--- src/rtl/fetch_pkg.sv ---
`default_nettype none
// ============================================================================
// Module : fetch_pkg
// Brief  : Shared types and widths for the instruction fetch unit.
// Rev    : 1.0  initial release
// ============================================================================
package fetch_pkg;

    localparam int OPC_W   = 6;
    localparam int WORD_W  = 16;
    localparam int ADDR_W  = 16;
    localparam int ENTRY_W = ADDR_W + 2 * WORD_W;

    typedef enum logic [1:0] {
        S_IDLE      = 2'd0,
        S_REQ       = 2'd1,
        S_WAIT_BUSY = 2'd2,
        S_WAIT_DATA = 2'd3
    } fetch_state_t;

    typedef struct packed {
        logic [ADDR_W-1:0] pc;
        logic [WORD_W-1:0] word0;
        logic [WORD_W-1:0] word1;
    } fetch_entry_t;

endpackage
`default_nettype wire

--- src/rtl/fetch_fifo.sv ---
`default_nettype none
// ============================================================================
// Module : fetch_fifo
// Brief  : Small prefetch FIFO with synchronous flush and occupancy count.
// Rev    : 1.0  initial release
// ============================================================================
module fetch_fifo #(
    parameter int DEPTH = 2,
    parameter int WIDTH = 48
) (
    input  logic                     clk,
    input  logic                     rst,
    input  logic                     flush,
    input  logic                     push,
    input  logic [WIDTH-1:0]         push_data,
    input  logic                     pop,
    output logic [WIDTH-1:0]         head_data,
    output logic                     full,
    output logic                     empty,
    output logic [$clog2(DEPTH):0]   count
);

    localparam int PTR_W = $clog2(DEPTH);
    localparam int CNT_W = PTR_W + 1;

    logic [WIDTH-1:0] mem [DEPTH];
    logic [PTR_W-1:0] wr_ptr;
    logic [PTR_W-1:0] rd_ptr;
    logic             do_push;
    logic             do_pop;

    assign empty     = (count == '0);
    assign full      = (count == CNT_W'(DEPTH));
    assign do_pop    = pop && !empty;
    assign do_push   = push && (!full || do_pop);
    assign head_data = mem[rd_ptr];

    // Storage is cleared on reset so the head reads zero out of reset.
    always_ff @(posedge clk or posedge rst) begin
        if (rst) begin
            wr_ptr <= '0;
            rd_ptr <= '0;
            count  <= '0;
            for (int i = 0; i < DEPTH; i++) begin
                mem[i] <= '0;
            end
        end else if (flush) begin
            wr_ptr <= '0;
            rd_ptr <= '0;
            count  <= '0;
        end else begin
            if (do_push) begin
                mem[wr_ptr] <= push_data;
                wr_ptr      <= wr_ptr + 1'b1;
            end
            if (do_pop) begin
                rd_ptr <= rd_ptr + 1'b1;
            end
            count <= count + CNT_W'(do_push) - CNT_W'(do_pop);
        end
    end

endmodule
`default_nettype wire

--- src/rtl/instr_fetch.sv ---
`default_nettype none
// ============================================================================
// Module : instr_fetch
// Brief  : Two-word instruction fetch from a handshaked ROM into a prefetch FIFO.
// Rev    : 1.0  initial release
// ============================================================================
module instr_fetch
    import fetch_pkg::*;
#(
    parameter logic [15:0] RESET_PC   = 16'h0000,
    parameter int          FIFO_DEPTH = 2
) (
    input  logic        clk,
    input  logic        rst,
    output logic        rom_cs,
    output logic [15:0] rom_addr,
    input  logic        rom_ready,
    input  logic [15:0] rom_data,
    output logic        instr_valid,
    input  logic        instr_ready,
    output logic [15:0] instr_word0,
    output logic [15:0] instr_word1,
    output logic [15:0] instr_pc,
    input  logic        redirect_valid,
    input  logic [15:0] redirect_pc
);

    localparam int CNT_W = $clog2(FIFO_DEPTH) + 1;

    fetch_state_t      state;
    logic              half;
    logic              discard;
    logic [ADDR_W-1:0] pc;
    logic [ADDR_W-1:0] pc_next;
    logic [WORD_W-1:0] word0;
    logic              capture;
    logic              push;
    logic              pop;
    logic              slot_free;
    logic              fifo_full;
    logic              fifo_empty;
    logic [CNT_W-1:0]  count;
    fetch_entry_t      push_entry;
    fetch_entry_t      head_entry;

    assign capture = (state == S_WAIT_DATA) && rom_ready;
    assign push    = capture && half && !discard && !redirect_valid;
    assign pop     = instr_valid && instr_ready && !redirect_valid;
    assign pc_next = redirect_valid ? redirect_pc : (push ? pc + 16'd2 : pc);

    // A slot stays reserved for the whole time the FSM is out of IDLE, so a
    // new fetch may start only if the FIFO still has room after this edge.
    assign slot_free = redirect_valid || pop ||
                       (push ? (count < CNT_W'(FIFO_DEPTH - 1)) : !fifo_full);

    assign push_entry = '{pc: pc, word0: word0, word1: rom_data};

    always_ff @(posedge clk or posedge rst) begin
        if (rst) begin
            state    <= S_IDLE;
            half     <= 1'b0;
            discard  <= 1'b0;
            pc       <= RESET_PC;
            word0    <= '0;
            rom_cs   <= 1'b0;
            rom_addr <= RESET_PC;
        end else begin
            rom_cs <= 1'b0;
            pc     <= pc_next;
            case (state)
                S_IDLE: begin
                    if (slot_free) begin
                        state    <= S_REQ;
                        half     <= 1'b0;
                        rom_cs   <= 1'b1;
                        rom_addr <= pc_next;
                    end
                end
                S_REQ: begin
                    state   <= S_WAIT_BUSY;
                    discard <= discard | redirect_valid;
                end
                S_WAIT_BUSY: begin
                    discard <= discard | redirect_valid;
                    // The idle-high ready must not be mistaken for data.
                    if (!rom_ready) begin
                        state <= S_WAIT_DATA;
                    end
                end
                S_WAIT_DATA: begin
                    if (!rom_ready) begin
                        discard <= discard | redirect_valid;
                    end else begin
                        discard <= 1'b0;
                        if (!half && !discard && !redirect_valid) begin
                            word0    <= rom_data;
                            half     <= 1'b1;
                            state    <= S_REQ;
                            rom_cs   <= 1'b1;
                            rom_addr <= rom_addr + 16'd1;
                        end else if (slot_free) begin
                            state    <= S_REQ;
                            half     <= 1'b0;
                            rom_cs   <= 1'b1;
                            rom_addr <= pc_next;
                        end else begin
                            state <= S_IDLE;
                        end
                    end
                end
                default: state <= S_IDLE;
            endcase
        end
    end

    fetch_fifo #(
        .DEPTH (FIFO_DEPTH),
        .WIDTH (ENTRY_W)
    ) u_fifo (
        .clk       (clk),
        .rst       (rst),
        .flush     (redirect_valid),
        .push      (push),
        .push_data (push_entry),
        .pop       (pop),
        .head_data (head_entry),
        .full      (fifo_full),
        .empty     (fifo_empty),
        .count     (count)
    );

    assign instr_valid = !fifo_empty;
    assign instr_pc    = head_entry.pc;
    assign instr_word0 = head_entry.word0;
    assign instr_word1 = head_entry.word1;

endmodule
`default_nettype wire

--- config.mk ---
export PLATFORM = sky130hd
export DESIGN_NAME = instr_fetch
export DESIGN_NICKNAME = d
export VERILOG_FILES = /design/src/rtl/fetch_pkg.sv /design/src/rtl/fetch_fifo.sv /design/src/rtl/instr_fetch.sv
export SDC_FILE = /design/constraint.sdc
export NUM_CORES = 1
export LEC_CHECK = 0
export CAP_MARGIN = 10
export CORE_MARGIN = 1
export CORE_UTILIZATION = 48
export CTS_CLUSTER_SIZE = 20
export DETAILED_ROUTE_END_ITERATION = 8
export GPL_TIMING_DRIVEN = 1
export HOLD_SLACK_MARGIN = 0.03
export MAX_ROUTING_LAYER = met4
export PLACE_DENSITY = 0.81
export RECOVER_POWER = 100
export SETUP_SLACK_MARGIN = 0.4
export SKIP_LAST_GASP = 1
export SYNTH_ARGS = -nofsm -noshare
export SYNTH_HDL_FRONTEND = slang
export SYNTH_SLANG_ARGS = --single-unit
--- constraint.sdc ---
create_clock -name clk -period 10.65 [get_ports clk]
set_clock_uncertainty 0.15 [all_clocks]
set_input_delay 2.13 -clock clk [delete_from_list [all_inputs] [get_ports clk]]
set_output_delay 2.13 -clock clk [all_outputs]
set_load 0.01 [all_outputs]
==> results.toml <==
[outcome]
status = "finished with violations"
violated_checks = "DRC, capacitance limit, slew limit"

[cts]
clkLatencyLatePin_ps = 420
post-cts-setup-buffers = 0
ctsHoldBuffers = 0
clockRootBuffer = "clkbuf_16"
max-clock-path-buffers = 2
tritoncts = "yes"
htree_levels = 4
numClockSinks = 153
cts_resized = 0
cts-buffers-inserted = 17
cts.clk_slew.worst_paths_ps = 60

[synthesis]
syn_inst = 602
post_synthesis_xor_xnor_area_fraction = 0.0156
muxShareOfSynthArea = 0.239
synth_edf_count = 0
synth_largest_area_cell = "dfrtp_1"
yosysWarningCount = 0
yosys.cell_types.count = 54
synth_flop_cell = "dfrtp_1"
post-synth-top-area-fraction = 0.526
synth_top_family_by_area = "multiplexers"
synthesis_stage_register_bit_count = 153
synthesis.area_sq_mm = 0.00728
synth_adder_area_share = 0.0138
synth_simple_gate_area_share = 0.119
syn_area_per_cell_sq_um = 12.1
yosys-top-cells-area = "dfrtp_1, mux2_2, nand2_1"
postSynthNetCount = 647
synth_compound_gate_area_share = 0.0590
synth-seq-area-share = 0.526
async_flop_share = 1.00

[sta]
timing_worst_slew_pin_value_ps = 3020
final_hold_viol_count = 0
slew_headroom = -1.01
setup_viol_count_final = 0
period_share = 0.658
layout_min_cycle_time_ps = 7000
setup-tns-final_ps = 0
timing_max_transition_violations_final = 220
grt_setup_unrepaired = "no"
finalWorstSetupSlack_ps = 3650
max_clock_freq_ghz = 0.143

[layout]
num-fill-cells = 1143
antennaDiodeCount = 0
final_layout_size_suffix_gt1_frac = 0.255
layout.cells.most_common = "dfrtp_1"
most-common-layout-cells = "dfrtp_1, mux2_2, nand2_1"
syn_to_final_growth_pct = 23.0
fin_nets = 744

[floorplan]
die_width_um = 125
top_level_ports = 103
design.die.area_sq_mm = 0.0157
die-height_um = 125
rows = 44
placeableCoreArea_sq_mm = 0.0146
floorplan.initialDensity = 0.497

[global_route]
grt_max_degree = 85
grt_util_all_layers = 0.236
first_global_vias = 5312
antenna_found_initial = 0
first_pass_grt_wire_length_um = 27900
global_route.overflow_total = 0

[pwr]
vdd_ir_drop_max_uv = 118
netSwitchingFraction = 0.305
power.sequential.fraction = 0.434
net-switching-power_uw = 533
total_leakage_power_uw = 0.00427
p_int_uw = 1220
power_per_cell_area_mw_per_mm2 = 196
pwr-share-clk = 0.341
p_comb_frac = 0.225

[worst_setup_path]
required_ps = 10790
crit_path_max_fanout = 47
critical_path.reg2reg.endpoint = "u_fifo.mem[34]"
worst-endpoint-arrival_ps = 7150
worst_setup_path_endpoint = "u_fifo.mem[34]"
worst_setup_path_end_kind = "flip-flop"
reg2reg_depth = 6
rr_startpoint = "state[0]"
timing.critical_path.from = "redirect_valid"
reg2reg_slack_ps = 5740
start_kind = "primary input"
cp_class = "primary input to flip-flop"

[detailed_routing]
drt-pass1-iter-count = 7
wl_cell_um = 18.7
route.antenna.remaining_nets = 0
routed-via-count = 5106
number_of_violations_reported_at_the_end_of_detailed_routing_iteration_0 = 387
drc_errors = 6
route.final.wire_length_um = 16700
route.detailed.vias_per_inst = 5.71

[placement]
hpwlAfterDp_um = 11300
pre_cts_slack_ps = 5390
gp_routability_congestion = 0.912
numPortBuffers = 102

[flow_run]
drv_cap = 5

[worst_hold_path]
hp-class = "flip-flop to flip-flop"
logic make-up after synthesis:
group / Yosys count
compound gates: 61
xor+xnor: 13
fa+ha+maj: 8
buf+inv: 45
flops: 153
mux: 155
simple gates: 167
sequential cells by signal, indices dropped and copies added, names as in the netlist:
signal         cells
half               1
pc                16
u_fifo.rd_ptr      1
word0             16
u_fifo.count       2
state              2
rom_addr          16
u_fifo.wr_ptr      1
u_fifo.mem        96
discard            1
rom_cs             1
worst min-delay path by stage:
| stage | startpoint | end | slack (ps) | cells past startpoint |
|---|---|---|---|---|
| after global placement | word0[8] | word0[8] | 320 | 2 |
| after floorplan | word0[0] | word0[0] | 310 | 2 |
| after global routing | u_fifo.mem[75] | u_fifo.mem[75] | 370 | 1 |
| after detailed placement | word0[10] | word0[10] | 330 | 2 |
| final | u_fifo.mem[88] | u_fifo.mem[88] | 340 | 1 |
| after CTS | word0[10] | word0[10] | 350 | 2 |
area by class of cell:
cell class                      count  area (sq um)  area share
Multi-Input combinational cell    404          3200       0.357
Inverter                           15          57.6     0.00643
Tap cell                          184           230      0.0257
Clock inverter                     11           136      0.0152
Timing Repair Buffer              108          1050       0.117
Sequential cell                   153          3830       0.428
Clock buffer                       19           443      0.0495
power groups by stage:
stage	combinational (uW)	sequential, uW	clock [uW]
6_report	394	759	597
5_1_grt	436	772	637
4_1_cts	416	759	610
3_5_place_dp	414	769	0
3_3_place_gp	402	763	0
2_1_floorplan	247	753	0
layer usage:
layer	routed length [um]	up-vias	track usage	part of all wire
li1	-	2334	-	-
met1	7210	2613	0.297	0.43
met2	8500	133	0.380	0.51
met3	638	26	0.0445	0.038
met4	376	0	0.0854	0.022
met5	0	-	-	0
critical path, stage by stage:
cell and delay (ps):
dlygate4sd3_1 530, clkbuf_1 760, nor3_1 790, and2_0 770, clkbuf_1 1670, mux2_2 460
synth_stat cells (2+ instances only):
cell      count
a21o_1        3
and4_1        2
nand3_1      13
inv_1        15
nor2b_1       5
or2_2         3
nand2b_1      5
nor3_1        7
and3_1        2
nand2_1      82
buf_1         5
mux2i_1       8
and2_1        2
nor2_1       17
nand4_1       5
nor4_2        5
o21ai_1       5
a311oi_1      2
nor4_1        6
buf_4         6
buf_2        11
a31oi_1       2
dfrtp_1     153
o31a_1        2
o21ai_0      17
clkbuf_1      8
ha_1          8
o221a_2       7
and4b_1       2
mux2_2      147
xnor2_1      10
xor2_1        3
nor3_2        2
o221a_1       2
a21oi_1      11
stage by stage:
stage	utilization	area, sq um	instances	total power (uW)	hold WS [ps]
finish	0.611	8950	894	1750	337
global route	0.611	8950	894	1840	366
CTS	0.616	9020	894	1780	348
detailed placement	0.576	8440	864	1180	331
global placement	0.576	8440	864	1170	321
floorplan	-	7280	602	1000	307
Power figures use the tool's default switching activity.
